File: config.mk
export PLATFORM = sky130hd
export DESIGN_NAME = data_mem_seq
export DESIGN_NICKNAME = d
export VERILOG_FILES = /design/src/rtl/dms_pkg.sv /design/src/rtl/dms_load_ext.sv /design/src/rtl/data_mem_seq.sv
export SDC_FILE = /design/constraint.sdc
export NUM_CORES = 1
export LEC_CHECK = 0
export BUFFER_PORTS_ARGS = -buffer_cell sky130_fd_sc_hd__buf_2
export CORE_ASPECT_RATIO = 1.75
export CORE_MARGIN = 2
export CORE_UTILIZATION = 35
export CTS_BUF_LIST = sky130_fd_sc_hd__clkbuf_16
export CTS_CLUSTER_SIZE = 8
export DETAILED_ROUTE_END_ITERATION = 16
export PLACE_DENSITY = 0.62
export SETUP_SLACK_MARGIN = 0.5
export SYNTH_ARGS = -nofsm -noshare
export SYNTH_HDL_FRONTEND = slang
export SYNTH_SLANG_ARGS = --single-unit
File: constraint.sdc
create_clock -name clk -period 2.7 [get_ports clk]
set_input_delay 0.135 -clock clk [delete_from_list [all_inputs] [get_ports clk]]
set_output_delay 0.135 -clock clk [all_outputs]
set_load 0.005 [all_outputs]
File: src/rtl/dms_pkg.sv
// Shared definitions for the sequential byte-port data memory adapter:
// FSM states, SIZE encodings, captured-request record and beat helpers.
package dms_pkg;

  typedef enum logic [1:0] {
    ST_IDLE   = 2'd0,
    ST_ACCESS = 2'd1,
    ST_DONE   = 2'd2
  } state_e;

  localparam logic [1:0] SZ_BYTE = 2'b00;
  localparam logic [1:0] SZ_HALF = 2'b01;
  localparam logic [1:0] SZ_WORD = 2'b10;  // 2'b11 behaves as a word

  // Request fields frozen at the IDLE->busy transition.
  typedef struct packed {
    logic        rw;
    logic [1:0]  size;
    logic        se;
    logic [31:0] addr;
    logic [31:0] wdata;
  } req_t;

  // Number of byte-port beats an access of the given size needs.
  function automatic logic [2:0] beat_count(input logic [1:0] size);
    case (size)
      SZ_BYTE: return 3'd1;
      SZ_HALF: return 3'd2;
      default: return 3'd4;
    endcase
  endfunction

  // Natural-alignment test on the two low address bits.
  function automatic logic misaligned(input logic [1:0] size, input logic [1:0] addr_lo);
    case (size)
      SZ_BYTE: return 1'b0;
      SZ_HALF: return addr_lo[0];
      default: return addr_lo != 2'b00;
    endcase
  endfunction

endpackage

File: src/rtl/dms_load_ext.sv
// Load result extension: picks the low byte/halfword/word of the
// big-endian accumulator and zero- or sign-extends it to 32 bits.
module dms_load_ext
  import dms_pkg::*;
(
  input  logic [31:0] acc_i,
  input  logic [1:0]  size_i,
  input  logic        se_i,
  output logic [31:0] rdata_o
);

  // Width selection and extension; word loads ignore SE.
  always_comb begin
    rdata_o = acc_i;
    case (size_i)
      SZ_BYTE: rdata_o = {{24{se_i & acc_i[7]}}, acc_i[7:0]};
      SZ_HALF: rdata_o = {{16{se_i & acc_i[15]}}, acc_i[15:0]};
      default: rdata_o = acc_i;
    endcase
  end

endmodule

File: src/rtl/data_mem_seq.sv
// Sequential data-memory adapter: turns one byte/halfword/word load or
// store from the MEM stage into 1/2/4 big-endian beats on an 8-bit
// request/ack port, stalling the pipeline until the access completes.
// Optional build macro DMS_ALIGN_CHECK_EN: misaligned halfword/word
// accesses skip the port and finish immediately with align_err=1.
module data_mem_seq
  import dms_pkg::*;
(
  input  logic        clk,
  input  logic        rst,
  input  logic        E,
  input  logic        RW,
  input  logic [1:0]  SIZE,
  input  logic        SE,
  input  logic [31:0] addr,
  input  logic [31:0] wdata,
  output logic [31:0] rdata,
  output logic        stall,
  output logic        done,
  output logic        mem_req,
  output logic        mem_we,
  output logic [31:0] mem_addr,
  output logic [7:0]  mem_wdata,
  input  logic [7:0]  mem_rdata,
  input  logic        mem_ack,
  output logic        align_err
);

  state_e      state_q, state_d;
  req_t        req_q, req_d;
  logic [1:0]  cnt_q, cnt_d;
  logic [31:0] acc_q, acc_d;
  logic [31:0] rdata_q, rdata_d;
  logic [31:0] ext_rdata;
  logic [2:0]  n_beats;
  logic [1:0]  last_idx;
  logic [1:0]  byte_sel;
`ifdef DMS_ALIGN_CHECK_EN
  logic        err_q, err_d;
`endif

  // Index of the final beat: 1/2/4 minus one, computed in two bits so
  // that 4 (3'b100) wraps naturally to 2'b11.
  assign n_beats  = beat_count(req_q.size);
  assign last_idx = n_beats[1:0] - 2'd1;
  // Beat k of a store carries byte (n-1-k) of the right-justified data.
  assign byte_sel = last_idx - cnt_q;

  dms_load_ext u_load_ext (
    .acc_i   (acc_q),
    .size_i  (req_q.size),
    .se_i    (req_q.se),
    .rdata_o (ext_rdata)
  );

  // Next-state logic: capture in IDLE, count acked beats in ACCESS,
  // latch the extended result in the single DONE cycle.
  always_comb begin
    // NOTE: every signal gets a default first so no path infers a latch.
    state_d = state_q;
    req_d   = req_q;
    cnt_d   = cnt_q;
    acc_d   = acc_q;
    rdata_d = rdata_q;
`ifdef DMS_ALIGN_CHECK_EN
    err_d   = err_q;
`endif
    case (state_q)
      ST_IDLE: begin
        if (E) begin
          req_d   = '{rw: RW, size: SIZE, se: SE, addr: addr, wdata: wdata};
          cnt_d   = 2'd0;
          acc_d   = 32'd0;
          state_d = ST_ACCESS;
`ifdef DMS_ALIGN_CHECK_EN
          err_d   = misaligned(SIZE, addr[1:0]);
          if (err_d) state_d = ST_DONE;
`endif
        end
      end
      ST_ACCESS: begin
        if (mem_ack) begin
          if (!req_q.rw) acc_d = {acc_q[23:0], mem_rdata};
          if (cnt_q == last_idx) state_d = ST_DONE;
          else                   cnt_d   = cnt_q + 2'd1;
        end
      end
      ST_DONE: begin
        rdata_d = ext_rdata;
        state_d = ST_IDLE;
      end
      default: state_d = ST_IDLE;
    endcase
  end

  // State and datapath registers with synchronous reset.
  always_ff @(posedge clk) begin
    // NOTE: sequential state uses non-blocking assignments only.
    if (rst) begin
      state_q <= ST_IDLE;
      req_q   <= '0;
      cnt_q   <= 2'd0;
      acc_q   <= 32'd0;
      rdata_q <= 32'd0;
`ifdef DMS_ALIGN_CHECK_EN
      err_q   <= 1'b0;
`endif
    end else begin
      state_q <= state_d;
      req_q   <= req_d;
      cnt_q   <= cnt_d;
      acc_q   <= acc_d;
      rdata_q <= rdata_d;
`ifdef DMS_ALIGN_CHECK_EN
      err_q   <= err_d;
`endif
    end
  end

  // Port and pipeline outputs decoded from the registered state.
  always_comb begin
    stall     = (state_q == ST_ACCESS) || ((state_q == ST_IDLE) && E);
    done      = (state_q == ST_DONE);
    mem_req   = (state_q == ST_ACCESS);
    mem_we    = (state_q == ST_ACCESS) && req_q.rw;
    mem_addr  = 32'd0;
    mem_wdata = 8'd0;
    rdata     = (state_q == ST_DONE) ? ext_rdata : rdata_q;
    if (state_q == ST_ACCESS) begin
      mem_addr = req_q.addr + {30'd0, cnt_q};
      case (byte_sel)
        2'd0:    mem_wdata = req_q.wdata[7:0];
        2'd1:    mem_wdata = req_q.wdata[15:8];
        2'd2:    mem_wdata = req_q.wdata[23:16];
        default: mem_wdata = req_q.wdata[31:24];
      endcase
    end
  end

`ifdef DMS_ALIGN_CHECK_EN
  assign align_err = (state_q == ST_DONE) && err_q;
`else
  assign align_err = 1'b0;
`endif

endmodule

==> results.json <==
{
  "num-fill-cells": 1659,
  "clkTransAtPathRegs_ps": 60,
  "critPathCaptureType": "output port",
  "multi_input_area_um2": 3471,
  "cp_num_buf_inv": 1,
  "route.met3.wl_um": 880,
  "finalSetupViolations": 0,
  "placed_area_um2": 7113,
  "synth_seq_cells": 136,
  "final_max_slew_viol_count": 0,
  "gr-total-overflow": 0,
  "fmax_mhz": 429.0,
  "syn_nets": 874,
  "fin_crit_ps": 2331,
  "slowest_stage": "or4_1",
  "hold_violations": 0,
  "cts.path.max_buffers": 2,
  "hpwl_um": 12470,
  "synthTopCellsByCount": "201 x nand2_1, 136 x dfxtp_1, 108 x a21oi_1",
  "start_util_pct": 35.47,
  "p_leak_uw": 0.003814,
  "drive_gt1_share_pct": 31.70,
  "max_slew_margin_pct": 51.88,
  "power.density_nw_per_um2": 583.1,
  "cts_sinks": 136,
  "crit_family": "simple AND/OR/NAND/NOR gates",
  "seq_power_share_pct": 40.8,
  "stdcell_area_um2": 9151,
  "worst-path-max-fanout": 8,
  "dr.first_iter.drc_count": 341,
  "wirelength_um": 19590,
  "synth-edff-count": 0,
  "h-tree-depth": 4,
  "fp-row-count": 64,
  "final_antenna_net_count": 0,
  "ys.flop_type": "dfxtp_1",
  "ios": 157,
  "arrival_ps": 2200,
  "worst_slew_pin_slew_ps": 721.8,
  "grt.total_usage_pct": 20.37,
  "hold_class": "in -> reg",
  "clock_skew_ps": 8.351,
  "p_int_uw": 3926,
  "timing.final.ws_setup_ps": 368.8,
  "async_reset_ff_share_pct": 0,
  "pre_cts_ws_ps": 270.0,
  "seq_area_frac_synth_pct": 44.38,
  "route.detailed.drc": 0,
  "outcome": "completed",
  "synthDominantCellAreaShare_pct": 44.38,
  "die_w_um": 104.1,
  "io_buffers": 155,
  "grt_max_degree": 68,
  "first_global_vias": 6093,
  "cts_tree": "done",
  "period_share_pct": 86.34,
  "first_pass_iters": 5,
  "switching_share_pct": 26.43,
  "cts_inserted_buffers": 17,
  "fin_hold_ws_ps": 0.1506,
  "finalPower_uw": 5336,
  "syn_inst": 790,
  "drt-vias-per-instance": 5.037,
  "root_buffer": "clkbuf_16",
  "place.gp.congestion": 0.8458,
  "post_drt_wl_per_cell_um": 15.35,
  "synthMostInstantiatedCell": "nand2_1",
  "nets": 1115,
  "crit_type": "reg -> out",
  "worst_ep_required_time_ps": 2570,
  "synth_largest_area_cell": "dfxtp_1",
  "synthTopCellsByArea": "dfxtp_1 44%, nand2_1 12%, a21oi_1 8.8%, nor2_1 4.4%, a22oi_1 3.9%",
  "max-vdd-ir-drop_uv": 392.6,
  "area_growth_pct": 49.17,
  "synth_cell_type_count": 50,
  "cpPeakStageDelay_ps": 420,
  "vias": 6427,
  "syn_area_per_cell_um2": 7.765,
  "fp.dieH_um": 179.1,
  "antenna_found_initial": 2,
  "syn_area_um2": 6135,
  "yosys_warnings": 0,
  "clock_power_share_pct": 44.9,
  "seq_area_um2": 2776,
  "coreArea_um2": 17300,
  "dr_wl_met2_um": 10520,
  "cp_cell_sequence": "ha_4, fa_2, and4_4, nand3_4, or4_1, a21oi_1, buf_2",
  "tns_ps": 0,
  "grt_pass1_wl_um": 30580,
  "clkLatencyLatePin_ps": 410,
  "routed.top_layer": "met5",
  "power_frac_comb_pct": 14.3,
  "start_kind": "register",
  "m1WireLength_um": 7644,
  "cap_viol_max_count": 0,
  "die_area_um2": 18640,
  "p_sw_uw": 1411,
  "rsz0062_at_grt": "yes"
}
per-stage QoR:
stage,std cells,utilization (%)
floorplan,790,-
detailed placement,1137,41.12
global placement,1137,41.12
finish,1276,52.91
global route,1276,52.91
CTS,1266,51.42
cells in the final DEF (no fill, tap or decap), types with 16 or more instances in the layout:
cell / instances
dlygate4sd3_1: 73
a21oi_1: 99
buf_4: 47
buf_2: 154
nor2b_1: 32
dfxtp_2: 16
clkbuf_16: 18
nand2_1: 198
nor2_1: 70
a22oi_1: 32
dfxtp_1: 111
path summary, 6_finish.rpt:
| path | slack (ps) | cells past startpoint | endpoint | startpoint |
|---|---|---|---|---|
| setup / recovery | 370 | 7 | mem_addr[24] | req_q[32] |
| hold / removal | 0.2 | 3 | req_q[65] | SIZE[0] |
| setup reg to reg | 950 | 5 | req_q[31] | state_q[0] |
| hold reg to reg | 460 | 2 | req_q[9] | req_q[9] |
registers in the layout (all words and copies together), names as in the netlist:
name     cells
rdata_q     32
state_q      2
req_q       68
cnt_q        2
acc_q       32
power groups by stage:
stage | combinational (uW) | sequential [uW] | clock (uW)
6_report | 764 | 2180 | 2390
5_1_grt | 840 | 2190 | 2540
4_1_cts | 739 | 2170 | 2450
3_5_place_dp | 595 | 2220 | 0
3_3_place_gp | 588 | 2210 | 0
2_1_floorplan | 387 | 2190 | 0
worst reg2reg max path: cells and delay by family, from the launching register on:
family	cells	cell delay, ps
AOI/OAI and AO/OA	1	150
buffers and inverters	1	370
DFF	1	350
and+or+nand+nor	3	820
routing by layer:
layer | vias up | track usage (%)
li1 | 3173 | -
met4 | 2 | 7.601
met3 | 40 | 4.144
met2 | 205 | 38.60
met5 | - | 0
met1 | 3007 | 22.22
repair_timing:
action                                 in CTS  in global routing
gates cloned                                2                  0
setup endpoints to repair                  31                 63
pin swaps                                  28                 17
resized for setup                          78                 45
buffers inserted                           22                  9
hold buffers                               73                  0
endpoints found under the hold margin      73                  0
logic make-up (layout without fill, tap and decap cells):
group                      Yosys count  after routing  synth area share [%]
adders and majority gates            4              4                0.9383
other                                1              2               0.06113
muxes                               18             18                 2.957
and+or+nand+nor                    373            374                 27.51
buffers and inverters               66            319                 4.732
xor gates and xnor gates            14             14                 2.244
AOI/OAI and AO/OA                  178            178                 17.17
DFF                                136            136                 44.38
cell type report:
cell class | instances | share of cell area, %
flip-flops and latches | 136 | 30.34
inverters | 6 | 0.3418
multi-input cells | 589 | 37.93
diodes | 1 | 0.02734
well taps | 231 | 3.158
clock buffers | 17 | 4.649
repair buffers | 281 | 21.51
clock inverters | 15 | 2.051
Note: power is estimated with default switching activity, not from simulation.
